[src/rtl/tqvp_bus_host_if.sv]
`default_nettype none
// ============================================================================
// Module   : tqvp_bus_host_if
// Brief    : Command/response channels, TinyQV peripheral bus and interrupt
//            lines of the bus host, grouped for port connection.
// Revision : 1.0
// ============================================================================
interface tqvp_bus_host_if;
    logic        cmd_valid;
    logic        cmd_ready;
    logic        cmd_write;
    logic [1:0]  cmd_size;
    logic [5:0]  cmd_addr;
    logic [31:0] cmd_wdata;

    logic        rsp_valid;
    logic        rsp_ready;
    logic [31:0] rsp_rdata;
    logic        rsp_err;

    logic [5:0]  address;
    logic [31:0] data_in;
    logic [1:0]  data_write_n;
    logic [1:0]  data_read_n;
    logic [31:0] data_out;
    logic        data_ready;

    logic        user_interrupt;
    logic        irq_clear;
    logic        irq_pending;

    modport master (
        input  cmd_valid, cmd_write, cmd_size, cmd_addr, cmd_wdata,
        output cmd_ready,
        output rsp_valid, rsp_rdata, rsp_err,
        input  rsp_ready,
        output address, data_in, data_write_n, data_read_n,
        input  data_out, data_ready,
        input  user_interrupt, irq_clear,
        output irq_pending
    );

    modport slave (
        output cmd_valid, cmd_write, cmd_size, cmd_addr, cmd_wdata,
        input  cmd_ready,
        input  rsp_valid, rsp_rdata, rsp_err,
        output rsp_ready,
        input  address, data_in, data_write_n, data_read_n,
        output data_out, data_ready,
        output user_interrupt, irq_clear,
        input  irq_pending
    );
endinterface
`default_nettype wire

[src/rtl/tqvp_bus_host.sv]
`default_nettype none
// ============================================================================
// Module   : tqvp_bus_host
// Brief    : Single-outstanding bus initiator for TinyQV peripheral registers
//            with sticky interrupt capture. Define TQVP_HOST_TIMEOUT_EN to
//            abort reads after TIMEOUT_CYCLES cycles of data_ready low.
// Revision : 1.0
// ============================================================================
module tqvp_bus_host #(
    parameter int TIMEOUT_CYCLES = 16,
    parameter int CNT_W          = 8
) (
    input  wire logic       clk,
    input  wire logic       rst_n,
    tqvp_bus_host_if.master bus
);
    localparam logic [1:0] ST_IDLE  = 2'd0;
    localparam logic [1:0] ST_WRITE = 2'd1;
    localparam logic [1:0] ST_READ  = 2'd2;
    localparam logic [1:0] ST_RESP  = 2'd3;

    if (TIMEOUT_CYCLES < 1 || TIMEOUT_CYCLES > 255 ||
        TIMEOUT_CYCLES >= (1 << CNT_W)) begin : g_bad_timeout
        $error("tqvp_bus_host: TIMEOUT_CYCLES out of range for CNT_W");
    end

    logic [1:0]  state_q,    state_d;
    logic [5:0]  addr_q,     addr_d;
    logic [31:0] wdata_q,    wdata_d;
    logic [1:0]  size_q,     size_d;
    logic [31:0] rdata_q,    rdata_d;
    logic        err_q,      err_d;
    logic        irq_prev_q, irq_prev_d;
    logic        irq_pend_q, irq_pend_d;
`ifdef TQVP_HOST_TIMEOUT_EN
    logic [CNT_W-1:0] cnt_q, cnt_d;
`endif

    logic        illegal;
    logic [31:0] read_masked;
    logic        cmd_ready;
    logic        rsp_valid;
    logic [1:0]  write_n;
    logic [1:0]  read_n;

    always_ff @(posedge clk) begin
        if (!rst_n) begin
            state_q    <= ST_IDLE;
            addr_q     <= '0;
            wdata_q    <= '0;
            size_q     <= '0;
            rdata_q    <= '0;
            err_q      <= 1'b0;
            irq_prev_q <= 1'b0;
            irq_pend_q <= 1'b0;
`ifdef TQVP_HOST_TIMEOUT_EN
            cnt_q      <= '0;
`endif
        end else begin
            state_q    <= state_d;
            addr_q     <= addr_d;
            wdata_q    <= wdata_d;
            size_q     <= size_d;
            rdata_q    <= rdata_d;
            err_q      <= err_d;
            irq_prev_q <= irq_prev_d;
            irq_pend_q <= irq_pend_d;
`ifdef TQVP_HOST_TIMEOUT_EN
            cnt_q      <= cnt_d;
`endif
        end
    end

    // Size 11 and any access not naturally aligned to its size never reach the bus.
    always_comb begin
        illegal = (bus.cmd_size == 2'b11) ||
                  (bus.cmd_size == 2'b01 && bus.cmd_addr[0]) ||
                  (bus.cmd_size == 2'b10 && bus.cmd_addr[1:0] != 2'b00);
    end

    always_comb begin
        case (size_q)
            2'b00:   read_masked = {24'h0, bus.data_out[7:0]};
            2'b01:   read_masked = {16'h0, bus.data_out[15:0]};
            default: read_masked = bus.data_out;
        endcase
    end

    always_comb begin
        state_d    = state_q;
        addr_d     = addr_q;
        wdata_d    = wdata_q;
        size_d     = size_q;
        rdata_d    = rdata_q;
        err_d      = err_q;
`ifdef TQVP_HOST_TIMEOUT_EN
        cnt_d      = cnt_q;
`endif
        case (state_q)
            ST_IDLE: begin
                if (bus.cmd_valid) begin
                    addr_d  = bus.cmd_addr;
                    wdata_d = bus.cmd_wdata;
                    size_d  = bus.cmd_size;
                    rdata_d = '0;
                    err_d   = 1'b0;
                    if (illegal) begin
                        state_d = ST_RESP;
                        err_d   = 1'b1;
                    end else if (bus.cmd_write) begin
                        state_d = ST_WRITE;
                    end else begin
                        state_d = ST_READ;
`ifdef TQVP_HOST_TIMEOUT_EN
                        cnt_d   = '0;
`endif
                    end
                end
            end
            ST_WRITE: begin
                state_d = ST_RESP;
                rdata_d = '0;
                err_d   = 1'b0;
            end
            ST_READ: begin
                if (bus.data_ready) begin
                    state_d = ST_RESP;
                    rdata_d = read_masked;
                    err_d   = 1'b0;
                end
`ifdef TQVP_HOST_TIMEOUT_EN
                else begin
                    cnt_d = cnt_q + {{(CNT_W-1){1'b0}}, 1'b1};
                    if (cnt_d == CNT_W'(TIMEOUT_CYCLES)) begin
                        state_d = ST_RESP;
                        rdata_d = '0;
                        err_d   = 1'b1;
                    end
                end
`endif
            end
            default: begin
                if (bus.rsp_ready) begin
                    state_d = ST_IDLE;
                end
            end
        endcase
    end

    // Interrupt capture runs regardless of the command FSM; a new edge beats a clear.
    always_comb begin
        irq_prev_d = bus.user_interrupt;
        irq_pend_d = irq_pend_q;
        if (bus.user_interrupt && !irq_prev_q) begin
            irq_pend_d = 1'b1;
        end else if (bus.irq_clear) begin
            irq_pend_d = 1'b0;
        end
    end

    always_comb begin
        cmd_ready = (state_q == ST_IDLE);
        rsp_valid = (state_q == ST_RESP);
        write_n   = (state_q == ST_WRITE) ? size_q : 2'b11;
        read_n    = (state_q == ST_READ)  ? size_q : 2'b11;
    end

    assign bus.cmd_ready    = cmd_ready;
    assign bus.rsp_valid    = rsp_valid;
    assign bus.rsp_rdata    = rdata_q;
    assign bus.rsp_err      = err_q;
    assign bus.address      = addr_q;
    assign bus.data_in      = wdata_q;
    assign bus.data_write_n = write_n;
    assign bus.data_read_n  = read_n;
    assign bus.irq_pending  = irq_pend_q;

endmodule
`default_nettype wire

[src/flat_wrapper.sv]
// flat-port wrapper written by rule: the top's interface ports become plain ports
module tqvp_bus_host_flat 
#(
    parameter int TIMEOUT_CYCLES = 16,
    parameter int CNT_W          = 8
)
  (clk, rst_n, bus_cmd_valid, bus_cmd_write, bus_cmd_size, bus_cmd_addr, bus_cmd_wdata, bus_cmd_ready, bus_rsp_valid, bus_rsp_rdata, bus_rsp_err, bus_rsp_ready, bus_address, bus_data_in, bus_data_write_n, bus_data_read_n, bus_data_out, bus_data_ready, bus_user_interrupt, bus_irq_clear, bus_irq_pending);
  tqvp_bus_host_if bus_i ();
  input  wire logic clk;
  input  wire logic rst_n;
  input wire logic [$bits(bus_i.cmd_valid)-1:0] bus_cmd_valid;
  input wire logic [$bits(bus_i.cmd_write)-1:0] bus_cmd_write;
  input wire logic [$bits(bus_i.cmd_size)-1:0] bus_cmd_size;
  input wire logic [$bits(bus_i.cmd_addr)-1:0] bus_cmd_addr;
  input wire logic [$bits(bus_i.cmd_wdata)-1:0] bus_cmd_wdata;
  output wire logic [$bits(bus_i.cmd_ready)-1:0] bus_cmd_ready;
  output wire logic [$bits(bus_i.rsp_valid)-1:0] bus_rsp_valid;
  output wire logic [$bits(bus_i.rsp_rdata)-1:0] bus_rsp_rdata;
  output wire logic [$bits(bus_i.rsp_err)-1:0] bus_rsp_err;
  input wire logic [$bits(bus_i.rsp_ready)-1:0] bus_rsp_ready;
  output wire logic [$bits(bus_i.address)-1:0] bus_address;
  output wire logic [$bits(bus_i.data_in)-1:0] bus_data_in;
  output wire logic [$bits(bus_i.data_write_n)-1:0] bus_data_write_n;
  output wire logic [$bits(bus_i.data_read_n)-1:0] bus_data_read_n;
  input wire logic [$bits(bus_i.data_out)-1:0] bus_data_out;
  input wire logic [$bits(bus_i.data_ready)-1:0] bus_data_ready;
  input wire logic [$bits(bus_i.user_interrupt)-1:0] bus_user_interrupt;
  input wire logic [$bits(bus_i.irq_clear)-1:0] bus_irq_clear;
  output wire logic [$bits(bus_i.irq_pending)-1:0] bus_irq_pending;
  assign bus_i.cmd_valid = bus_cmd_valid;
  assign bus_i.cmd_write = bus_cmd_write;
  assign bus_i.cmd_size = bus_cmd_size;
  assign bus_i.cmd_addr = bus_cmd_addr;
  assign bus_i.cmd_wdata = bus_cmd_wdata;
  assign bus_cmd_ready = bus_i.cmd_ready;
  assign bus_rsp_valid = bus_i.rsp_valid;
  assign bus_rsp_rdata = bus_i.rsp_rdata;
  assign bus_rsp_err = bus_i.rsp_err;
  assign bus_i.rsp_ready = bus_rsp_ready;
  assign bus_address = bus_i.address;
  assign bus_data_in = bus_i.data_in;
  assign bus_data_write_n = bus_i.data_write_n;
  assign bus_data_read_n = bus_i.data_read_n;
  assign bus_i.data_out = bus_data_out;
  assign bus_i.data_ready = bus_data_ready;
  assign bus_i.user_interrupt = bus_user_interrupt;
  assign bus_i.irq_clear = bus_irq_clear;
  assign bus_irq_pending = bus_i.irq_pending;
  tqvp_bus_host #(.TIMEOUT_CYCLES(TIMEOUT_CYCLES), .CNT_W(CNT_W)) u_core (.clk(clk), .rst_n(rst_n), .bus(bus_i));
endmodule
[config.mk]
export PLATFORM = sky130hd
export DESIGN_NAME = tqvp_bus_host_flat
export DESIGN_NICKNAME = d
export VERILOG_FILES = /design/src/rtl/tqvp_bus_host_if.sv /design/src/rtl/tqvp_bus_host.sv /design/src/flat_wrapper.sv
export SDC_FILE = /design/constraint.sdc
export NUM_CORES = 1
export LEC_CHECK = 0
export ABC_CLOCK_PERIOD_IN_PS = 1900
export CORE_MARGIN = 5
export CORE_UTILIZATION = 41
export DETAILED_ROUTE_END_ITERATION = 6
export PLACE_DENSITY = 0.8
export SETUP_SLACK_MARGIN = 0.2
export SYNTH_ARGS = -nofsm -noshare
export SYNTH_HDL_FRONTEND = slang
export SYNTH_SLANG_ARGS = --single-unit
[constraint.sdc]
create_clock -name clk -period 1.9 [get_ports clk]
set_input_delay 0.19 -clock clk [delete_from_list [all_inputs] [get_ports clk]]
set_output_delay 0.19 -clock clk [all_outputs]
set_load 0.01 [all_outputs]
==> flow_summary.ini <==
[clock_network]
cts_tree = yes
clkLatencyLatePin_ns = 0.35
numCtsBuffers = 9
clkSinkCount = 77
cts_root_buffer = clkbuf_8
cts_max_path_buffers = 2
holdBufCountCts = 0
clk_pin_slew_ns = 0.08
cts-htree-levels = 3

[synth]
ys_warn_count = 0
yosys-top-cells-area = dfxtp_1 46%, a21oi_1 11%, nand2_1 10%
syn_avg_cell_area_um2 = 8.20
synth_edf_count = 0
ys_seq_area_share_pct = 46.0
ys.flop_type = dfxtp_1
synth_seq_cells = 77
yosys.cell_types.count = 24
synthTopCellsByCount = 89 x nand2_1, 77 x dfxtp_1, 73 x a21oi_1
ys_async_sr_fraction_pct = 0
yosysMostFrequentCell = nand2_1
syn-num-nets = 493
synth_top_area_share_pct = 46.0
syn_inst = 409
yosys.area.top_type = dfxtp_1
syn-cell-area_um2 = 3350

[critical_path]
start_kind = register
critPathCaptureType = register
startpoint = u_core.state_q[1]
rr_startpoint = u_core.state_q[1]
crit_type = register to register
arrival_ns = 2.04
worstPathRequired_ns = 2.17
crit_fanout = 8

[placement]
pre_cts_slack_ns = -0.304
place_area_um2 = 5010
place.gp.congestion = 0.808
portBuffers = 157
place_inst = 640
hpwl_um = 7130

[power]
power_w = 0.00572
irDropWorstVdd_mv = 0.468
p_leak_nw = 2.03
power_density_nw_per_um2 = 1010

[timing]
max_slew_margin_pct = 65.5
rsz0062_at_grt = yes
finalSetupViolCount = 0
hold_viol = 0
min_period_over_period_pct = 93.1
skew_ns = 0.00887
period_needed_ns = 1.77
max_slew.worst_pin.slew_ns = 0.516
max_freq_mhz = 566
drv_slew = 0
tns_ns = 0
setup_ws_ns = 0.132

[layout]
final_cell_area_um2 = 5640
diodes = 0
fillCellCount = 630
syn_to_final_growth_pct = 68.2
layout.cells.non_filler = 672
num-nets-final = 646
drive_gt1_share_pct = 15.3

[global_route]
antenna_found_initial = 0
grt_use_total_pct = 21.8
grt-ovfl-total = 0
grt_max_degree = 45
grt_pass1_wl_um = 17800
grt_pass1_vias = 3487

[floorplan]
ios = 158
die_h_um = 100
start_util_pct = 41.5
chipWidth_um = 100
num_rows = 33
dieArea_um2 = 10100
core_area_um2 = 8090

[route]
drc = 0
vias = 3786
vias_per_cell = 5.63
ant_nets = 0
drt-total-wl_um = 11700
drtIter0Drc = 146
wl_per_cell_um = 17.5
firstDrtPassIters = 5

[run]
max_cap_viol_count = 0

[worst_hold_path]
hold_start = bus_cmd_wdata[14]
hp-class = input port to register

[status]
status = complete, no violations
==> area by class of cell <==
cell class | instances | area [µm²] | area share [%]
inverter | 4 | 17.5 | 0.310
clock buffer | 10 | 128 | 2.26
tap | 105 | 131 | 2.33
multi-input combinational | 285 | 1770 | 31.4
timing repair buffer | 185 | 1990 | 35.3
clock inverter | 6 | 63.8 | 1.13
sequential | 77 | 1540 | 27.3
==> flip-flops by register name, indices dropped and copies added (netlist names) <==
register	count
u_core.bus.data_in	32
u_core.size_q	2
u_core.bus.irq_pending	1
u_core.irq_prev_q	1
u_core.bus.rsp_err	1
u_core.bus.rsp_rdata	32
u_core.bus.address	6
u_core.state_q	2
==> through the flow <==
| step | hold slack [ns] | util [%] |
|---|---|---|
| 3_3_place_gp | 0.440 | 61.9 |
| 3_5_place_dp | 0.446 | 61.9 |
| 2_1_floorplan | 0.312 | - |
| 4_1_cts | 0.365 | 67.6 |
| 5_1_grt | 0.366 | 69.7 |
| 6_report | 0.381 | 69.7 |
==> final timing paths <==
check	endpoint	slack, ns	cells past startpoint
worst max-delay path	u_core.bus.rsp_rdata[16]	0.13	8
worst min-delay path	u_core.bus.data_in[14]	0.38	3
worst max register to register	u_core.bus.rsp_rdata[16]	0.13	8
worst min register to register	u_core.bus.address[1]	0.45	2
==> cell families after synthesis <==
| group | Yosys count | synth area share, % |
|---|---|---|
| flip-flops | 77 | 46.0 |
| AO/OA/AOI/OAI | 123 | 22.2 |
| adder cells (fa/ha/maj) | 4 | 1.49 |
| AND/OR/NAND/NOR | 155 | 23.4 |
| buffers and inverters | 50 | 6.94 |
==> worst max-delay path, cell delays in order, from the launching register on <==
cell	delay (ns)
dfxtp_2	0.34
buf_6	0.11
inv_4	0.04
ha_4	0.16
and2b_4	0.21
buf_12	0.14
buf_16	0.13
or4_4	0.41
a21oi_2	0.15
==> power breakdown <==
part / leakage [nW] / switching, W / total [W] / internal, W
Clock: 0.0923 / 0.000607 / 0.00121 / 0.000605
Combinational: 1.31 / 0.00126 / 0.00258 / 0.00132
Sequential: 0.628 / 0.000117 / 0.00193 / 0.00181
==> placed cells by master, fill, tap and decap left out, types with 2 or more instances in the layout <==
master / n
or4_4: 16
nand2b_1: 7
clkinvlp_4: 2
clkdlybuf4s15_1: 2
nand2_1: 89
o211ai_1: 12
clkbuf_8: 9
or4_1: 19
buf_4: 12
dlygate4sd2_1: 4
clkdlybuf4s50_1: 151
clkinv_2: 2
a21oi_1: 60
o31ai_1: 33
nand3_1: 16
buf_16: 3
dfxtp_1: 76
ha_4: 2
nor2b_4: 4
buf_12: 7
inv_2: 2
bufbuf_16: 2
buf_6: 4
o311ai_0: 2
a21oi_2: 13
==> layer usage <==
metal	global-route usage, %	vias up	part of all wire (%)
li1	-	1786	-
met1	26.5	1772	39
met2	35.8	215	48
met3	9.27	13	12
met4	5.28	0	0.98
met5	0	-	0
==> timing repair <==
| item | CTS | global route |
|---|---|---|
| gates resized for setup | 28 | 33 |
| setup endpoints to repair | 68 | 37 |
| gates cloned | 7 | 1 |
| pin swaps | 24 | 41 |
| setup buffers | 3 | 5 |
Note: power is estimated with default switching activity, not from simulation.
